--- config.mk ---
export PLATFORM = sky130hd
export DESIGN_NAME = mul_fu_ctrl
export DESIGN_NICKNAME = d
export VERILOG_FILES = /design/src/rtl/mul_fu_ctrl.sv
export SDC_FILE = /design/constraint.sdc
export NUM_CORES = 1
export LEC_CHECK = 0
export CAP_MARGIN = 0
export CORE_ASPECT_RATIO = 1.1
export CORE_MARGIN = 5
export CORE_UTILIZATION = 64
export CTS_CLUSTER_DIAMETER = 60
export DETAILED_ROUTE_END_ITERATION = 7
export DONT_BUFFER_PORTS = 1
export HOLD_SLACK_MARGIN = 0.06
export PLACE_DENSITY = 0.8
export SKIP_LAST_GASP = 1
export SYNTH_ARGS = -nofsm -noshare
export SYNTH_HDL_FRONTEND = slang
export SYNTH_SLANG_ARGS = --single-unit
--- constraint.sdc ---
create_clock -name clk -period 3.15 [get_ports clk]
set_clock_uncertainty 0.15 [all_clocks]
set_input_delay 0.1575 -clock clk [delete_from_list [all_inputs] [get_ports clk]]
set_output_delay 0.1575 -clock clk [all_outputs]
set_load 0.02 [all_outputs]
--- src/rtl/mul_fu_ctrl.sv ---
// mul_fu_ctrl: one-deep multiply controller that sign-converts operands, waits LAT cycles and holds the product for write-back.
module mul_fu_ctrl #(
   parameter int WIDTH = 16,
   parameter int LAT   = 3,
   parameter int TAG_W = 3
) (
   input  logic               clk,
   input  logic               rst_n,
   input  logic               issue_valid,
   output logic               issue_ready,
   input  logic               issue_signed,
   input  logic [WIDTH-1:0]   issue_a,
   input  logic [WIDTH-1:0]   issue_b,
   input  logic [TAG_W-1:0]   issue_tag,
   output logic [WIDTH-1:0]   mul_a,
   output logic [WIDTH-1:0]   mul_b,
   input  logic [2*WIDTH-1:0] mul_p,
   output logic               wb_req,
   input  logic               wb_grant,
   output logic [2*WIDTH-1:0] wb_data,
   output logic [TAG_W-1:0]   wb_tag,
   output logic               busy,
   input  logic               flush
);
   typedef enum logic [1:0] {IDLE, EXEC, WAIT_WB} state_t;
   state_t             state_q, state_d;
   logic [WIDTH-1:0]   mul_a_q, mul_a_d, mul_b_q, mul_b_d;
   logic [2*WIDTH-1:0] wb_data_q, wb_data_d;
   logic [TAG_W-1:0]   tag_q, tag_d, wb_tag_q, wb_tag_d;
   logic [3:0]         cnt_q, cnt_d;
   logic               neg_q, neg_d, wb_req_q, wb_req_d;
   assign issue_ready = (state_q == IDLE) & ~flush;
   assign busy        = state_q != IDLE;
   assign mul_a       = mul_a_q;
   assign mul_b       = mul_b_q;
   assign wb_req      = wb_req_q;
   assign wb_data     = wb_data_q;
   assign wb_tag      = wb_tag_q;
   always_comb begin
      state_d   = state_q;
      mul_a_d   = mul_a_q;
      mul_b_d   = mul_b_q;
      wb_data_d = wb_data_q;
      tag_d     = tag_q;
      wb_tag_d  = wb_tag_q;
      cnt_d     = cnt_q;
      neg_d     = neg_q;
      wb_req_d  = wb_req_q;
      if (flush) begin
         state_d  = IDLE;
         wb_req_d = 1'b0;
      end else begin
         unique case (state_q)
            IDLE: if (issue_valid) begin
               mul_a_d = (issue_signed & issue_a[WIDTH-1]) ? WIDTH'(-issue_a) : issue_a;
               mul_b_d = (issue_signed & issue_b[WIDTH-1]) ? WIDTH'(-issue_b) : issue_b;
               neg_d   = issue_signed & (issue_a[WIDTH-1] ^ issue_b[WIDTH-1]);
               tag_d   = issue_tag;
               cnt_d   = 4'(LAT - 1);
               state_d = EXEC;
            end
            EXEC: if (cnt_q != 4'd0) begin
               cnt_d = cnt_q - 4'd1;
            end else begin
               wb_data_d = neg_q ? -mul_p : mul_p;
               wb_tag_d  = tag_q;
               wb_req_d  = 1'b1;
               state_d   = WAIT_WB;
            end
            WAIT_WB: if (wb_grant) begin
               wb_req_d = 1'b0;
               state_d  = IDLE;
            end
            default: state_d = IDLE;
         endcase
      end
   end
   always_ff @(posedge clk) begin
      if (!rst_n) begin
         state_q   <= IDLE;
         mul_a_q   <= '0;
         mul_b_q   <= '0;
         wb_data_q <= '0;
         tag_q     <= '0;
         wb_tag_q  <= '0;
         cnt_q     <= '0;
         neg_q     <= 1'b0;
         wb_req_q  <= 1'b0;
      end else begin
         state_q   <= state_d;
         mul_a_q   <= mul_a_d;
         mul_b_q   <= mul_b_d;
         wb_data_q <= wb_data_d;
         tag_q     <= tag_d;
         wb_tag_q  <= wb_tag_d;
         cnt_q     <= cnt_d;
         neg_q     <= neg_d;
         wb_req_q  <= wb_req_d;
      end
   end
endmodule

==> results of run 1 <==
==> cell families (layout without fill, tap and decap cells) <==
family | Yosys count | in the layout | share of synthesized area [%]
DFF | 78 | 78 | 37.3
adders and majority gates | 4 | 4 | 1.20
AOI/OAI and AO/OA | 146 | 146 | 23.5
buffers and inverters | 49 | 135 | 4.61
and+or+nand+nor | 178 | 178 | 21.7
muxes | 3 | 3 | 0.718
xor gates and xnor gates | 52 | 52 | 10.9
==> state kept, by name, indices dropped and copies added (netlist names) <==
name     flops
mul_b       16
wb_data     32
neg_q        1
wb_req       1
cnt_q        4
state_q      2
wb_tag       3
mul_a       16
tag_q        3
==> synthesized netlist by cell type, types with 3 or more instances <==
cell type  count  area share, %
nand2b_1       3           0.45
or3_1          9            1.3
a311oi_1       3           0.63
nor3b_1        6            1.1
nand4b_1       4           0.84
xor2_1        29            6.1
o22ai_1        3           0.45
xnor2_1       23            4.8
mux2i_1        3           0.72
a31oi_1        5           0.75
nor2_1        55            4.9
nor3_1         9            1.1
buf_1          5           0.45
a41oi_1        3           0.63
o211ai_1       3           0.54
clkbuf_1      28            2.5
nor2b_1        3           0.45
or2_2          3           0.45
or4_1          5           0.90
nand3_1       10            1.2
o31ai_1       10            1.8
dfxtp_1       78             37
nand2_1       47            4.2
inv_1         14            1.3
o21ai_0       30            3.6
o41ai_2        3            1.2
nor4_1         7            1.0
a21oi_1       39            4.7
a211oi_1      28            5.0
ha_1           4            1.2
nand4_1        6           0.90
o41ai_1        6            1.3
==> cell type report <==
class | instances | area (um^2) | share of cell area, %
Multi-Input combinational cell | 383 | 2440 | 44.8
Clock buffer | 11 | 141 | 2.60
Tap cell | 82 | 103 | 1.89
Inverter | 14 | 52.6 | 0.966
Timing Repair Buffer | 105 | 1040 | 19.1
Clock inverter | 5 | 106 | 1.95
Sequential cell | 78 | 1560 | 28.7
==> how the worst min path moves through the flow <==
stage,start,end
global route,issue_b[2],mul_b[3]
finish,issue_b[2],mul_b[3]
global placement,issue_tag[2],tag_q[2]
CTS,issue_b[5],mul_b[6]
floorplan,issue_tag[0],tag_q[0]
detailed placement,issue_tag[0],tag_q[0]
==> report_power, final <==
part,switching (mW),internal [mW]
Clock,0.376,0.550
Combinational,0.207,0.198
Sequential,0.0947,1.04
==> stage by stage <==
stage | total power [mW] | hold WS [ns]
2_1_floorplan | 1.36 | 0.143
6_report | 2.46 | 0.0946
3_3_place_gp | 1.40 | 0.147
3_5_place_dp | 1.41 | 0.152
4_1_cts | 2.44 | 0.0637
5_1_grt | 2.55 | 0.0996
==> layout by cell type, fill, tap and decap left out, types with 3 or more instances in the layout <==
master	instances
clkbuf_8	10
xor2_1	29
nand2_1	47
inv_1	14
o21ai_0	30
nor3b_1	6
a41oi_1	3
mux2i_1	3
dlygate4sd3_1	96
xnor2_1	23
ha_1	4
a31oi_1	5
dfxtp_1	78
a211oi_1	28
or4_1	5
o41ai_2	3
nand4b_1	4
bufinv_16	3
nand4_1	6
a21oi_1	39
o22ai_1	3
o41ai_1	6
nand3_1	10
nor4_1	7
o211ai_1	3
or2_2	3
nor2_1	55
a311oi_1	3
nor2b_1	3
nand2b_1	3
o31ai_1	10
nor3_1	8
buf_4	8
or3_1	9
==> routing by layer <==
| metal | global-route usage (%) | vias to the layer above | share of wire (%) |
|---|---|---|---|
| li1 | - | 2011 | - |
| met1 | 36.8 | 2034 | 36 |
| met2 | 56.4 | 318 | 48 |
| met3 | 10.4 | 81 | 11 |
| met4 | 18.8 | 0 | 4.4 |
| met5 | 0 | - | 0 |
==> timing repair <==
action / 4_1_cts / 5_1_grt
endpoints found under the hold margin: 77 / 0
setup buffers: 0 / 0
gates resized for setup: 0 / 1
setup endpoints to repair: 0 / 1
hold buffers: 96 / 0
==> critical path, delay by kind of cell <==
family / cells / cell delay [ns]
buffers and inverters: 3 / 1.20
and+or+nand+nor: 2 / 0.98
AOI/OAI and AO/OA: 2 / 0.43
xor gates and xnor gates: 1 / 0.17
adders and majority gates: 1 / 0.16
==> impl_metrics.env, run 1 <==
export IMPL_cp_arrival_ns=3.10
export IMPL_critPathLaunch="mul_p[1]"
export IMPL_area_delta_synth_final_pct=30.1
export IMPL_fin_crit_ns=3.02
export IMPL_dr_pass1_iters=5
export IMPL_path_clk_slew_ns=0.08
export IMPL_die_w_um=87.1
export IMPL_tritoncts="built"
export IMPL_vias=4444
export IMPL_post_route_drc_count=0
export IMPL_rr_endpoint="mul_b[15]"
export IMPL_reg2reg_from="state_q[0]"
export IMPL_setup_ws_ns=0.131
export IMPL_setup_tns_final_ns=0
export IMPL_cts_root_buf="clkbuf_8"
export IMPL_async_flop_share_pct=0
export IMPL_period_share_pct=95.8
export IMPL_final_util_pct=84.0
export IMPL_syn_avg_cell_area_um2=8.20
export IMPL_min_path_type="input port to flop"
export IMPL_crit_slowest_cell="dlygate4sd3_1"
export IMPL_timing_final_max_slew_violations=0
export IMPL_crit_path_end="wb_data[30]"
export IMPL_worstHoldPathCells=3
export IMPL_outcome="finished, final reports clean"
export IMPL_ys_types=52
export IMPL_required_ns=3.23
export IMPL_startpoint_type="input port"
export IMPL_slew_headroom_pct=19.4
export IMPL_drtIter0Drc=334
export IMPL_place_congestion=0.923
export IMPL_cts_buffers=9
export IMPL_final_hold_viol_count=0
export IMPL_drt_total_wl_mm=13.9
export IMPL_cts_htree_levels=3
export IMPL_ys_seq_area_share_pct=37.3
export IMPL_final_cells=678
export IMPL_numClockSinks=78
export IMPL_insertion_delay_ns=0.34
export IMPL_layout_drive_gt1_share_pct=7.05
export IMPL_leakagePower_nw=1.85
export IMPL_clock_fmax_mhz=331
export IMPL_timing_critical_path_mode_cell="dlygate4sd3_1"
export IMPL_yosys_warnings=0
export IMPL_synth_enable_flop_cells=0
export IMPL_worst_pin_slew_ns=1.20
export IMPL_wire_per_inst_um=20.4
export IMPL_fin_nets=668
export IMPL_synth_top_flop_cell="dfxtp_1"
export IMPL_initial_core_util_pct=64.6
export IMPL_clockBufferDepth=2
export IMPL_fillers=346
export IMPL_grt_use_total_pct=33.4
export IMPL_dp_hpwl_mm=7.75
export IMPL_cp_max_fo=12
export IMPL_grt_max_degree=41
export IMPL_reg2reg_depth=8
export IMPL_first_global_vias=4528
export IMPL_dp_cells=566
export IMPL_syn_nets=587
export IMPL_final_area_um2=5440
export IMPL_antenna_found_initial=0
export IMPL_max_stage_delay_ns=0.57
export IMPL_ir_worst_vdd_v=0.000298
export IMPL_rsz0062_at_grt="no"
export IMPL_grt_pass1_wl_mm=21.9
export IMPL_regToRegSetupSlack_ns=0.31
export IMPL_p_per_area_nw_per_um2=453
export IMPL_row_count=31
export IMPL_port_buffers=0
export IMPL_ys_seq_elements=78
export IMPL_synthCells=510
export IMPL_ant_nets=0
export IMPL_post_place_ws_ns=0.645
export IMPL_drt_vias_per_instance=6.55
export IMPL_crit_type="input port to flop"
export IMPL_endpoint_kind="flop"
export IMPL_core_region_area_um2=6480
export IMPL_die_area_um2=8250
export IMPL_crit_chain="dlygate4sd3_1, inv_1, ha_1, or3b_4, or4_4, o41ai_2, xor2_1, dlygate4sd3_1, a21oi_1"
export IMPL_placedInstanceArea_um2=4230
export IMPL_gr_total_overflow=0
export IMPL_maxCapViolCount=0
export IMPL_io_pin_count=143
export IMPL_diodes=0
export IMPL_synth_cell_area_um2=4180
export IMPL_setup_viol=0
export IMPL_die_height_um=94.8
Note: power is estimated with default switching activity, not from simulation.
==> run 2: changes to the inputs <==
--- a/config.mk
+++ b/config.mk
@@ -13,6 +13,7 @@
 export DETAILED_ROUTE_END_ITERATION = 7
 export DONT_BUFFER_PORTS = 1
 export HOLD_SLACK_MARGIN = 0.06
+export MAX_ROUTING_LAYER = met4
 export PLACE_DENSITY = 0.8
 export SKIP_LAST_GASP = 1
 export SYNTH_ARGS = -nofsm -noshare
==> constraint.sdc (replaced) <==
create_clock -name clk -period 3.15 [get_ports clk]
set_clock_uncertainty 0.15 [all_clocks]
set_input_delay 0.945 -clock clk [delete_from_list [all_inputs] [get_ports clk]]
set_output_delay 0.945 -clock clk [all_outputs]
set_load 0.02 [all_outputs]
==> run 2 against run 1 <==
  * Design area fell by 17%
  * Sequential power barely moved
  * Power fell by 9.0%
  * Register-to-register slack improved by 0.30 ns
  * Critical path type unchanged
  * Largest cell class unchanged
  * Largest power group unchanged
==> impl_metrics.env, run 2 (synthesis gave the netlist of run 1 again) <==
export IMPL_outcome="finished, final reports clean"
export IMPL_placedInstanceArea_um2=4290
export IMPL_seq_area_um2=1560
export IMPL_grt_pass1_wl_mm=16.4
export IMPL_multiInputGateArea_um2=2430
export IMPL_setup_viol=0
export IMPL_p_per_area_nw_per_um2=496
export IMPL_final_hold_viol_count=0
export IMPL_vias=3620
export IMPL_cts_htree_levels=3
export IMPL_period_share_pct=90.0
export IMPL_place_congestion=0.929
export IMPL_row_count=31
export IMPL_cp_arrival_ns=2.95
export IMPL_dr_wl_met2_mm=5.08
export IMPL_ant_nets=0
export IMPL_min_path_type="flop to flop"
export IMPL_hold_slack_ns=0.308
export IMPL_final_util_pct=69.8
export IMPL_met1_length_mm=4.07
export IMPL_die_height_um=94.8
export IMPL_diodes=0
export IMPL_insertion_delay_ns=0.34
export IMPL_post_place_ws_ns=-0.0660
export IMPL_antenna_found_initial=0
export IMPL_core_region_area_um2=6480
export IMPL_layout_drive_gt1_share_pct=9.68
export IMPL_ctsResizeCount=0
export IMPL_post_route_drc_count=0
export IMPL_area_delta_synth_final_pct=8.05
export IMPL_dp_cells=572
export IMPL_grt_use_total_pct=25.6
export IMPL_dp_hpwl_mm=7.70
export IMPL_post_cts_buffers=0
export IMPL_drtIter0Drc=182
export IMPL_fillers=528
export IMPL_tritoncts="built"
export IMPL_gr_total_overflow=0
export IMPL_initial_core_util_pct=64.6
export IMPL_endpoint_kind="flop"
export IMPL_drt_total_wl_mm=10.3
export IMPL_p_total_mw=2.24
export IMPL_worst_pin_slew_ns=0.724
export IMPL_clock_fmax_mhz=353
export IMPL_largest_reg_flops=32
export IMPL_wire_per_inst_um=17.6
export IMPL_drt_vias_per_instance=6.16
export IMPL_die_w_um=87.1
export IMPL_port_buffers=0
export IMPL_routed_top_layer="met4"
export IMPL_cts_buffers=9
export IMPL_path_clk_slew_ns=0.08
export IMPL_clockBufferDepth=2
export IMPL_fin_nets=578
export IMPL_final_area_um2=4520
export IMPL_dr_pass1_iters=5
export IMPL_slew_headroom_pct=51.3
export IMPL_final_cell_mix="dfxtp_1 (78), nor2_1 (55), nand2_1 (47)"
export IMPL_fin_crit_ns=2.84
export IMPL_die_area_um2=8250
export IMPL_leakagePower_nw=1.47
export IMPL_io_pin_count=143
export IMPL_numClockSinks=78
export IMPL_rsz0062_at_grt="no"
export IMPL_setup_ws_ns=0.314
export IMPL_wl_met3_mm=1.05
export IMPL_setup_tns_final_ns=0
export IMPL_first_global_vias=3458
export IMPL_startpoint_type="input port"
export IMPL_final_common_cell="dfxtp_1"
export IMPL_final_cells=588
export IMPL_cts_root_buf="clkbuf_8"
export IMPL_cp_max_fo=8
export IMPL_required_ns=3.26
export IMPL_ir_worst_vdd_v=0.000315
export IMPL_crit_type="input port to flop"
export IMPL_grt_max_degree=58
export IMPL_cts_hold_buf=0
export IMPL_maxCapViolCount=0
export IMPL_timing_final_max_slew_violations=0
## run 2: routing by layer
metal | up-vias | global-route usage (%)
li1 | 1820 | -
met1 | 1676 | 28.4
met2 | 115 | 42.2
met3 | 9 | 10.0
met4 | 0 | 7.66
met5 | - | -
## run 2: layout make-up
class                   instances  share of cell area [%]
clock inverters                 6                    2.05
multi-input cells             383                    53.9
flip-flops and latches         78                    34.6
inverters                      14                    1.16
clock buffers                  10                    3.05
well taps                      82                    2.27
repair buffers                 15                    3.05
## run 2: report_power, final
group	total [mW]	leakage, nW	switching [mW]	internal [mW]
clock	0.855	0.109	0.383	0.472
sequential	1.13	0.636	0.0927	1.04
combinational	0.257	0.723	0.141	0.115
total	2.24	1.47	0.617	1.62
## run 2: path summary, 6_finish.rpt
check	from	to	slack, ns	depth (start not counted)
worst max-delay path	mul_p[6]	wb_data[19]	0.31	5
worst min-delay path	tag_q[1]	wb_tag[1]	0.31	2
worst max register to register	cnt_q[0]	wb_data[29]	0.61	7
worst min register to register	tag_q[1]	wb_tag[1]	0.31	2
## run 2: worst max-delay path, cell delays in order
cell,delay [ns]
or4_1,0.66
or4_4,0.63
o41ai_1,0.37
xor2_1,0.12
a211oi_1,0.23
